--- config.mk ---
export PLATFORM = sky130hd
export DESIGN_NAME = traffic_phase_ctrl_flat
export DESIGN_NICKNAME = d
export VERILOG_FILES = /design/src/rtl/tlc_pkg.sv /design/src/rtl/traffic_phase_ctrl_if.sv /design/src/rtl/tlc_req_latch.sv /design/src/rtl/traffic_phase_ctrl.sv /design/src/flat_wrapper.sv
export SDC_FILE = /design/constraint.sdc
export NUM_CORES = 1
export LEC_CHECK = 0
export CORE_MARGIN = 2
export CORE_UTILIZATION = 46
export DETAILED_ROUTE_END_ITERATION = 8
export MAX_ROUTING_LAYER = met4
export PLACE_DENSITY_LB_ADDON = 0.08
export RECOVER_POWER = 25
export SYNTH_ARGS = -nofsm -noshare
export SYNTH_HDL_FRONTEND = slang
export SYNTH_SLANG_ARGS = --single-unit
--- constraint.sdc ---
create_clock -name clk -period 1.55 [get_ports clk]
set_input_delay 0.155 -clock clk [delete_from_list [all_inputs] [get_ports clk]]
set_output_delay 0.155 -clock clk [all_outputs]
set_load 0.1 [all_outputs]
--- src/rtl/tlc_pkg.sv ---
// Shared types and default timings for the traffic phase controller.
// Optional flash mode is compiled in with TLC_FLASH_EN.
package tlc_pkg;

  localparam int unsigned DefNumRoads   = 2;
  localparam int unsigned DefTimerW     = 8;
  localparam int unsigned DefGreenTicks = 20;
  localparam int unsigned DefYellowTicks = 4;
  localparam int unsigned DefAllredTicks = 2;
  localparam int unsigned DefPedTicks   = 10;

  typedef enum logic [2:0] {
    PhGreen  = 3'd0,
    PhYellow = 3'd1,
    PhAllred = 3'd2,
`ifdef TLC_FLASH_EN
    PhFlash  = 3'd4,
`endif
    PhPed    = 3'd3
  } phase_t;

  // Which lamp the owning road shows, plus the walk lamp.
  typedef struct packed {
    logic grn;
    logic yel;
    logic walk;
  } lamp_sel_t;

  function automatic lamp_sel_t phase_lamps(input phase_t ph);
    lamp_sel_t sel;
    sel = '0;
    case (ph)
      PhGreen:  sel.grn  = 1'b1;
      PhYellow: sel.yel  = 1'b1;
      PhPed:    sel.walk = 1'b1;
      default:  sel      = '0;
    endcase
    return sel;
  endfunction

endpackage

--- src/rtl/traffic_phase_ctrl_if.sv ---
// Lamp/request bundle between the intersection top level and the phase controller.
// flash_req exists only when TLC_FLASH_EN is defined.
interface traffic_phase_ctrl_if #(
  parameter int unsigned NUM_ROADS = 2
);
  localparam int unsigned RW = $clog2(NUM_ROADS);

  logic                 tick;
  logic                 ped_req;
`ifdef TLC_FLASH_EN
  logic                 flash_req;
`endif
  logic [NUM_ROADS-1:0] green;
  logic [NUM_ROADS-1:0] yellow;
  logic [NUM_ROADS-1:0] red;
  logic                 ped_walk;
  logic                 ped_pending;
  logic [RW-1:0]        road_idx;

  modport master (
`ifdef TLC_FLASH_EN
    output flash_req,
`endif
    output tick,
    output ped_req,
    input  green,
    input  yellow,
    input  red,
    input  ped_walk,
    input  ped_pending,
    input  road_idx
  );

  modport slave (
`ifdef TLC_FLASH_EN
    input  flash_req,
`endif
    input  tick,
    input  ped_req,
    output green,
    output yellow,
    output red,
    output ped_walk,
    output ped_pending,
    output road_idx
  );

endinterface

--- src/rtl/tlc_req_latch.sv ---
// Sticky request flag: synchronous set/clear with clear taking priority.
// Independent of TLC_FLASH_EN.
module tlc_req_latch (
  input  logic clk,
  input  logic reset_n,
  input  logic i_set,
  input  logic i_clr,
  output logic o_flag
);

  logic r_flag;

  always_ff @(posedge clk or negedge reset_n) begin
    if (!reset_n) begin
      r_flag <= 1'b0;
    end else if (i_clr) begin
      r_flag <= 1'b0;
    end else if (i_set) begin
      r_flag <= 1'b1;
    end
  end

  assign o_flag = r_flag;

endmodule

--- src/rtl/traffic_phase_ctrl.sv ---
// Round-robin intersection controller: GREEN -> YELLOW -> ALLRED per road, PED walk after last road.
// TLC_FLASH_EN adds a flash_req-driven FLASH state with blinking lamps.
module traffic_phase_ctrl
  import tlc_pkg::*;
#(
  parameter int unsigned NUM_ROADS    = DefNumRoads,
  parameter int unsigned TIMER_W      = DefTimerW,
  parameter int unsigned GREEN_TICKS  = DefGreenTicks,
  parameter int unsigned YELLOW_TICKS = DefYellowTicks,
  parameter int unsigned ALLRED_TICKS = DefAllredTicks,
  parameter int unsigned PED_TICKS    = DefPedTicks
) (
  input logic                 clk,
  input logic                 reset_n,
  traffic_phase_ctrl_if.slave bus
);

  localparam int unsigned   RW       = $clog2(NUM_ROADS);
  localparam logic [RW-1:0] LastRoad = RW'(NUM_ROADS - 1);

  phase_t               r_phase;
  logic [RW-1:0]        r_road;
  logic [TIMER_W-1:0]   r_timer;
`ifdef TLC_FLASH_EN
  logic                 r_blink;
`endif

  logic [TIMER_W-1:0]   w_dur_m1;
  logic                 w_phase_end;
  logic                 w_flash_req;
  logic                 w_pending;
  logic                 w_enter_ped;
  logic                 w_ped_set;
  lamp_sel_t            w_sel;
  logic [NUM_ROADS-1:0] w_onehot;
  logic [NUM_ROADS-1:0] w_green;
  logic [NUM_ROADS-1:0] w_yellow;
  logic [NUM_ROADS-1:0] w_red;

`ifdef TLC_FLASH_EN
  assign w_flash_req = bus.flash_req;
`else
  assign w_flash_req = 1'b0;
`endif

  always_comb begin
    w_dur_m1 = '0;
    case (r_phase)
      PhGreen:  w_dur_m1 = TIMER_W'(GREEN_TICKS - 1);
      PhYellow: w_dur_m1 = TIMER_W'(YELLOW_TICKS - 1);
      PhAllred: w_dur_m1 = TIMER_W'(ALLRED_TICKS - 1);
      PhPed:    w_dur_m1 = TIMER_W'(PED_TICKS - 1);
      default:  w_dur_m1 = '0;
    endcase
  end

  assign w_phase_end = bus.tick && (r_timer == w_dur_m1);
  assign w_enter_ped = !w_flash_req && (r_phase == PhAllred) && w_phase_end &&
                       (r_road == LastRoad) && w_pending;
  assign w_ped_set   = bus.ped_req && (r_phase != PhPed);

  tlc_req_latch u_ped_latch (
    .clk     (clk),
    .reset_n (reset_n),
    .i_set   (w_ped_set),
    .i_clr   (w_enter_ped),
    .o_flag  (w_pending)
  );

  always_ff @(posedge clk or negedge reset_n) begin
    if (!reset_n) begin
      r_phase <= PhGreen;
      r_road  <= '0;
      r_timer <= '0;
`ifdef TLC_FLASH_EN
      r_blink <= 1'b1;
    end else if (w_flash_req) begin
      r_timer <= '0;
      if (r_phase != PhFlash) begin
        r_phase <= PhFlash;
        r_blink <= 1'b1;
      end else if (bus.tick) begin
        r_blink <= ~r_blink;
      end
    end else if (r_phase == PhFlash) begin
      // Leaving flash re-enters the cycle as if the last road just cleared.
      r_phase <= PhAllred;
      r_road  <= LastRoad;
      r_timer <= '0;
`endif
    end else begin
      if (bus.tick) begin
        r_timer <= r_timer + TIMER_W'(1);
      end
      case (r_phase)
        PhGreen: begin
          if (w_phase_end) begin
            r_phase <= PhYellow;
            r_timer <= '0;
          end
        end
        PhYellow: begin
          if (w_phase_end) begin
            r_phase <= PhAllred;
            r_timer <= '0;
          end
        end
        PhAllred: begin
          if (w_phase_end) begin
            r_timer <= '0;
            if (r_road != LastRoad) begin
              r_phase <= PhGreen;
              r_road  <= r_road + RW'(1);
            end else if (w_pending) begin
              r_phase <= PhPed;
            end else begin
              r_phase <= PhGreen;
              r_road  <= '0;
            end
          end
        end
        PhPed: begin
          if (w_phase_end) begin
            r_phase <= PhGreen;
            r_road  <= '0;
            r_timer <= '0;
          end
        end
        default: begin
          r_phase <= PhGreen;
          r_road  <= '0;
          r_timer <= '0;
        end
      endcase
    end
  end

  assign w_sel    = phase_lamps(r_phase);
  assign w_onehot = NUM_ROADS'(1) << r_road;

  always_comb begin
    w_green  = w_sel.grn ? w_onehot : '0;
    w_yellow = w_sel.yel ? w_onehot : '0;
    w_red    = ~(w_green | w_yellow);
`ifdef TLC_FLASH_EN
    if (r_phase == PhFlash) begin
      w_green  = '0;
      w_yellow = r_blink ? NUM_ROADS'(1) : '0;
      w_red    = r_blink ? ~NUM_ROADS'(1) : '0;
    end
`endif
  end

  assign bus.green       = w_green;
  assign bus.yellow      = w_yellow;
  assign bus.red         = w_red;
  assign bus.ped_walk    = w_sel.walk;
  assign bus.ped_pending = w_pending;
  assign bus.road_idx    = r_road;

endmodule
--- src/flat_wrapper.sv ---
// flat-port wrapper written by rule: the top's interface ports become plain ports
module traffic_phase_ctrl_flat import tlc_pkg::*;
#(
  parameter int unsigned NUM_ROADS    = DefNumRoads,
  parameter int unsigned TIMER_W      = DefTimerW,
  parameter int unsigned GREEN_TICKS  = DefGreenTicks,
  parameter int unsigned YELLOW_TICKS = DefYellowTicks,
  parameter int unsigned ALLRED_TICKS = DefAllredTicks,
  parameter int unsigned PED_TICKS    = DefPedTicks
)
  (clk, reset_n, bus_tick, bus_ped_req, bus_green, bus_yellow, bus_red, bus_ped_walk, bus_ped_pending, bus_road_idx);
  traffic_phase_ctrl_if #(.NUM_ROADS(NUM_ROADS)) bus_i ();
  input logic clk;
  input logic reset_n;
  input wire logic [$bits(bus_i.tick)-1:0] bus_tick;
  input wire logic [$bits(bus_i.ped_req)-1:0] bus_ped_req;
  output wire logic [$bits(bus_i.green)-1:0] bus_green;
  output wire logic [$bits(bus_i.yellow)-1:0] bus_yellow;
  output wire logic [$bits(bus_i.red)-1:0] bus_red;
  output wire logic [$bits(bus_i.ped_walk)-1:0] bus_ped_walk;
  output wire logic [$bits(bus_i.ped_pending)-1:0] bus_ped_pending;
  output wire logic [$bits(bus_i.road_idx)-1:0] bus_road_idx;
  assign bus_i.tick = bus_tick;
  assign bus_i.ped_req = bus_ped_req;
  assign bus_green = bus_i.green;
  assign bus_yellow = bus_i.yellow;
  assign bus_red = bus_i.red;
  assign bus_ped_walk = bus_i.ped_walk;
  assign bus_ped_pending = bus_i.ped_pending;
  assign bus_road_idx = bus_i.road_idx;
  traffic_phase_ctrl #(.NUM_ROADS(NUM_ROADS), .TIMER_W(TIMER_W), .GREEN_TICKS(GREEN_TICKS), .YELLOW_TICKS(YELLOW_TICKS), .ALLRED_TICKS(ALLRED_TICKS), .PED_TICKS(PED_TICKS)) u_core (.clk(clk), .reset_n(reset_n), .bus(bus_i));
endmodule
# --- Yosys cells after proc, flatten, opt, wreduce, memory -nomap -nowiden ---
# Cells that the tools add are included.
word_totals:
  regBits: 13
  latchBits: 0
  mem_bits_rw: 0
  mem_bits_ro: 0
  in_bits: 4
  out_inout_bits: 9
  wordCells: 54
  memories: 0
classes:
  addsub: 2
  multipliers: 0
  div: 0
  n_lt_le_gt_ge: 0
  eq_ne: 10
  shift: 1
  mux: 23
  bitwise_logic: 3
  reduce_logical: 11
op_table:
  columns: ["cell", "n"]
  rows:
  - ["8-bit 2-to-1 mux", 3]
  - ["5-bit one-hot mux with 4 select lines", 1]
  - ["3-bit 2-to-1 mux", 5]
  - ["3-bit one-hot mux with 4 select lines", 1]
  - ["1-bit 2-to-1 mux", 9]
  - ["8-bit by 1-bit adder with 8-bit output (second input constant)", 1]
  - ["8-bit by 5-bit equality test with 1-bit output", 1]
  - ["2-bit by 1-bit != test with 1-bit output (second input constant)", 4]
  - ["3-bit by 2-bit equality test with 1-bit output (second input constant)", 2]
  - ["2-bit 2-to-1 mux", 3]
  - ["1-bit logical AND", 5]
  - ["4-bit AND reduction", 1]
  - ["4-bit OR reduction", 1]
  - ["3-bit by 1-bit equality test with 1-bit output (second input constant)", 1]
  - ["3-bit zero test", 1]
  - ["3-bit by 1-bit != test with 1-bit output (second input constant)", 1]
  - ["3-bit by 2-bit != test with 1-bit output (second input constant)", 1]
  - ["1-bit one-hot mux with 3 select lines", 1]
  - ["3-bit AND reduction", 1]
  - ["2-bit inverter", 1]
  - ["2-bit bitwise OR", 1]
  - ["2-bit nonzero test", 1]
  - ["2-bit OR reduction", 1]
  - ["1-bit by 1-bit left shift with 2-bit output (first input constant)", 1]
  - ["2 further kinds", 2]

# --- Logic depth before layout (Yosys ltp) ---
depth:
  depth_word: 8
  depth_mapped: 5
  ltp_nobuf: 4

# --- Hierarchy ---
# Synthesis repeated with hierarchy kept, for this count alone.
hier_totals:
  hier_cells: 79
  area_unflattened_um2: 760.7
modules_own_cells:
  columns: ["mod", "instances", "cells_each", "area_each_um2", "seq_area_each_um2"]
  rows:
  - ["traffic_phase_ctrl", 1, 77, 725.7, 275.3]
  - ["tlc_req_latch", 1, 2, 35.0, 25.0]

# --- Worst setup path before layout ---
# No wires, ideal clock.
synth_timing:
  path_kind: "register to output"
  start: "reg u_core.r_road (netlist: u_core.bus.road_idx)"
  end: "out bus_green[1]"
  arrival_time_ps: 3375
  required_ps: 1395
  slack_ps: -1980
  stages_incl_launch_ff: 3
  n_path_buf: 0
  cell_sequence: "dfrtp_1 -> nand2b_1 -> nor2_1"
synth_between:
  elab_chain_len: 2
synth_rtl:
  columns: ["element", "line", "source"]
  rows:
  - ["start: declaration", "traffic_phase_ctrl.sv:22", "logic [RW-1:0] r_road;"]
  - ["start signal: assignment", "traffic_phase_ctrl.sv:113", "r_road <= r_road + RW'(1);"]
  - ["1-bit by 1-bit left shift with 2-bit output", "traffic_phase_ctrl.sv:139", "assign w_onehot = NUM_ROADS'(1) << r_road;"]
  - ["2-bit 2-to-1 mux", "traffic_phase_ctrl.sv:142", "w_green = w_sel.grn ? w_onehot : '0;"]
  - ["end: declaration", "flat_wrapper.sv:17", "output wire logic [$bits(bus_i.green)-1:0] bus_green;"]
# Every way passes these cells.

# --- Worst setup path in the final report ---
layout_timing:
  start: "reg u_core.r_phase[1]"
  end: "reg u_core.r_phase[1]"
layout_between:
  elab_chain_len: 6
  elab_cells_between_ends: 13
  classes_between: "8 x eq/ne; 2 x mux; 3 x reduce/logical"
layout_rtl:
  columns: ["element", "line", "source"]
  rows:
  - ["start: declaration", "traffic_phase_ctrl.sv:21", "phase_t r_phase;"]
  - ["start signal: assignment", "traffic_phase_ctrl.sv:72", "r_phase <= PhGreen;"]
  - ["start signal: assignment", "traffic_phase_ctrl.sv:98", "r_phase <= PhYellow;"]
  - ["start signal: assignment", "traffic_phase_ctrl.sv:104", "r_phase <= PhAllred;"]
  - ["3-bit by 2-bit equality test with 1-bit output, or another cell as far along", "traffic_phase_ctrl.sv:48, traffic_phase_ctrl.sv:95", null]
  - ["5-bit one-hot mux with 4 select lines", "traffic_phase_ctrl.sv:48", "case (r_phase)"]
  - ["8-bit by 5-bit equality test with 1-bit output", "traffic_phase_ctrl.sv:57", "assign w_phase_end = bus.tick && (r_timer == w_dur_m1);"]
  - ["1-bit logical AND", "traffic_phase_ctrl.sv:57", null]
  - ["2-bit by 1-bit != test with 1-bit output (no source line)", null, null]
  - ["4-bit AND reduction (no source line)", null, null]
# Several ways; a longest one is shown, not always the timed one.
# A chain may end at the register's enable or synchronous reset.

==> flow_metrics.py <==
metrics = {
    "grt": {
        "antenna_found_initial": 0,
        "track_usage_pct": 21.4,
        "grt_max_degree": 13,
        "grt_overflow_total": 0,
        "grt_pass1_vias": 672,
        "grt_pass1_wl_um": 3000,
    },
    "logic_synthesis": {
        "synthDistinctLibCells": 41,
        "synth_fa_ha_area_share_pct": 1.58,
        "synth_fp_nets": 91,
        "synth-compound-area-share_pct": 12.8,
        "synthArstFlopShare_pct": 100,
        "yosys.area_share.simple_pct": 30.8,
        "synth-edff-count": 0,
        "ys.flop_type": "dfrtp_1",
        "synth-warning-count": 0,
        "synthCells": 86,
        "yosys_register_bits": 12,
        "synth_xor_area_share_pct": 8.85,
        "synth_top_family_by_area": "simple AND/OR/NAND/NOR gates",
        "synth.avg_cell_area_sq_um": 9.21,
        "syn_area_sq_um": 792,
        "synth.area.mux_share_pct": 1.26,
        "ys_seq_area_share_pct": 37.9,
    },
    "placed_design": {
        "gp_congestion": 0.875,
        "dp.final_hpwl_um": 1360,
        "placed_area_sq_mm": 0.00111,
        "port_buffers": 12,
        "preCtsSetupSlack_ns": 0.00268,
    },
    "sta": {
        "slew_headroom_pct": 63.8,
        "rsz0062_at_grt": "yes",
        "finalMaxSlewViolations": 0,
        "clock.fmax_ghz": 0.642,
        "clock_skew_ns": 0.00485,
        "min_period_over_period_pct": 101,
        "hold_viol": 0,
        "setup_viol": 2,
        "worst_slack_ns": -0.00777,
        "period_needed_ns": 1.56,
        "whs_ns": 0.288,
        "tightest_slew_ns": 0.542,
    },
    "floorplan": {
        "start_util_pct": 50.8,
        "pin_count": 13,
        "rows": 14,
        "die_w_um": 45.5,
        "core_area_sq_mm": 0.00156,
        "die_y_um": 45.5,
        "die-area_sq_mm": 0.00207,
    },
    "routing": {
        "ant_nets": 0,
        "num_vias": 740,
        "drtIter0Drc": 17,
        "drt_wl_total_um": 1980,
        "wl_per_cell_um": 15.2,
        "via_per_inst": 5.69,
        "firstDrtPassIters": 4,
        "drcViolationCount": 0,
    },
    "power_and_ir_drop": {
        "peakVddDrop_v": 0.00130,
        "finalPower_mw": 2.93,
        "power_density_mw_per_mm2": 2390,
        "pwr-share-comb_pct": 71.2,
        "leakage_nw": 0.547,
        "pwr-share-seq_pct": 20.0,
        "switching_share_pct": 50.3,
        "p_clk_share_pct": 8.8,
        "cell_internal_pwr_mw": 1.46,
        "p_sw_mw": 1.47,
    },
    "finish": {
        "final_area_sq_mm": 0.00123,
        "drive_above_1_share_pct": 43.9,
        "area_delta_synth_final_pct": 55.0,
        "fin_nets": 120,
        "num-fill-cells": 105,
        "antenna_cells": 0,
    },
    "setup_path": {
        "r2r_slack_ns": -0.008,
        "crit_path_start_kind": "register",
        "crit_fanout": 5,
        "worstPathArrival_ns": 1.76,
        "path_class": "register to register",
        "required_ns": 1.76,
        "end_kind": "register",
    },
    "clocking": {
        "clk_latency_ns": 0.28,
        "cts_buffer_depth": 2,
        "clk_pin_slew_ns": 0.08,
        "cts_made_buffers": 3,
        "htreeDepth": 1,
        "clock_sinks": 12,
        "root_buffer": "clkbuf_4",
        "cts_tree": "done",
    },
    "min_path": {
        "min_path_type": "input pin to asynchronous set/reset pin",
    },
    "outcome": {
        "violations": "negative setup slack",
        "status": "finished, violations left",
    },
    "job": {
        "maxCapViolCount": 0,
    },
}
-- metrics by stage --
step | util [%] | instances | TNS [ns]
2_1_floorplan | - | 86 | -0.557
3_3_place_gp | 71.3 | 120 | 0
3_5_place_dp | 71.3 | 120 | 0
4_1_cts | 74.8 | 126 | -0.0181
5_1_grt | 78.7 | 130 | -0.275
6_report | 78.7 | 130 | -0.0110
-- routing by layer --
metal  routed length, um  global-route usage (%)
met1                 849                    28.0
met4                  16                    7.06
met5                   0                       -
met3                  92                    5.95
met2                1020                    31.8
-- flip-flops by register name, summed over array words and instances, names as in the netlist --
register,cells
u_core.bus.road_idx,1
u_core.u_ped_latch.o_flag,1
u_core.r_phase,2
u_core.r_timer,8
-- synthesized netlist by cell type (2+ instances only) --
cell	instances	area share, %
a21oi_1	2	1.3
buf_6	2	2.8
xor2_1	7	7.7
inv_1	3	1.4
a211o_1	2	2.2
nand3_1	2	1.3
dfrtp_1	12	38
and3_1	2	1.6
nand4_1	3	2.4
nor2b_1	2	1.6
nand2_1	8	3.8
nor2_1	12	5.7
-- critical path, stage by stage (launching register included) --
cell and delay [ns]:
dfrtp_1 0.42, buf_4 0.17, and2b_2 0.25, a21oi_4 0.08, or4_1 0.48, o211ai_1 0.09
-- cell families after synthesis --
kind of cell / count (synthesis)
xor+xnor: 8
flops: 12
fa+ha+maj: 1
compound gates: 13
simple gates: 42
mux: 1
buf+inv: 9
-- area by class of cell --
| cell class | count | area (sq um) | area share [%] |
|---|---|---|---|
| inverter | 4 | 15.0 | 1.22 |
| sequential | 12 | 310 | 25.3 |
| tap | 16 | 20.0 | 1.63 |
| clock buffer | 4 | 36.3 | 2.96 |
| timing repair buffer | 29 | 345 | 28.1 |
| multi-input combinational | 65 | 500 | 40.8 |
-- cells in the final DEF, fill, tap and decap left out, types with 2 or more instances in the layout --
cell and n:
a211o_1 2, a21oi_1 2, and3_1 2, buf_12 9, buf_4 15, buf_6 2
clkbuf_4 3, clkdlybuf4s50_1 2, dfrtp_1 6, dfrtp_2 5, inv_1 3, nand2_1 8
nand3_1 2, nand4_1 3, nor2_1 8, nor2_4 4, nor2b_1 2, xor2_1 7
-- worst paths after layout --
kind                                               startpoint                               endpoint  depth (start not counted)
worst max-delay path            u_core.r_phase[1]$_DFFE_PN0P_          u_core.r_phase[1]$_DFFE_PN0P_                          5
worst min-delay path                                  reset_n          u_core.r_timer[1]$_DFFE_PN0P_                          1
worst max register to register  u_core.r_phase[1]$_DFFE_PN0P_          u_core.r_phase[1]$_DFFE_PN0P_                          5
worst min register to register  u_core.r_timer[7]$_DFFE_PN0P_          u_core.r_timer[7]$_DFFE_PN0P_                          1
max in group asynchronous                             reset_n        u_core.bus.road_idx$_DFFE_PN0P_                          1
min in group clk                                  bus_ped_req  u_core.u_ped_latch.o_flag$_DFFE_PN0P_                          3
-- power groups by stage --
stage / Combinational (mW) / Sequential (mW) / Clock [mW]
after floorplan: 1.17 / 0.668 / 0
after global placement: 1.82 / 0.603 / 0
after detailed placement: 1.84 / 0.618 / 0
after CTS: 1.94 / 0.567 / 0.265
after global routing: 2.20 / 0.598 / 0.279
final: 2.08 / 0.586 / 0.258
-- what timing repair did --
action	CTS	global route
buffers inserted	2	4
hold endpoints to repair	0	0
endpoints found under the setup margin	4	6
hold buffers	0	0
gates resized for setup	1	9
pin swaps	4	5
Note: power is estimated with default switching activity, not from simulation.
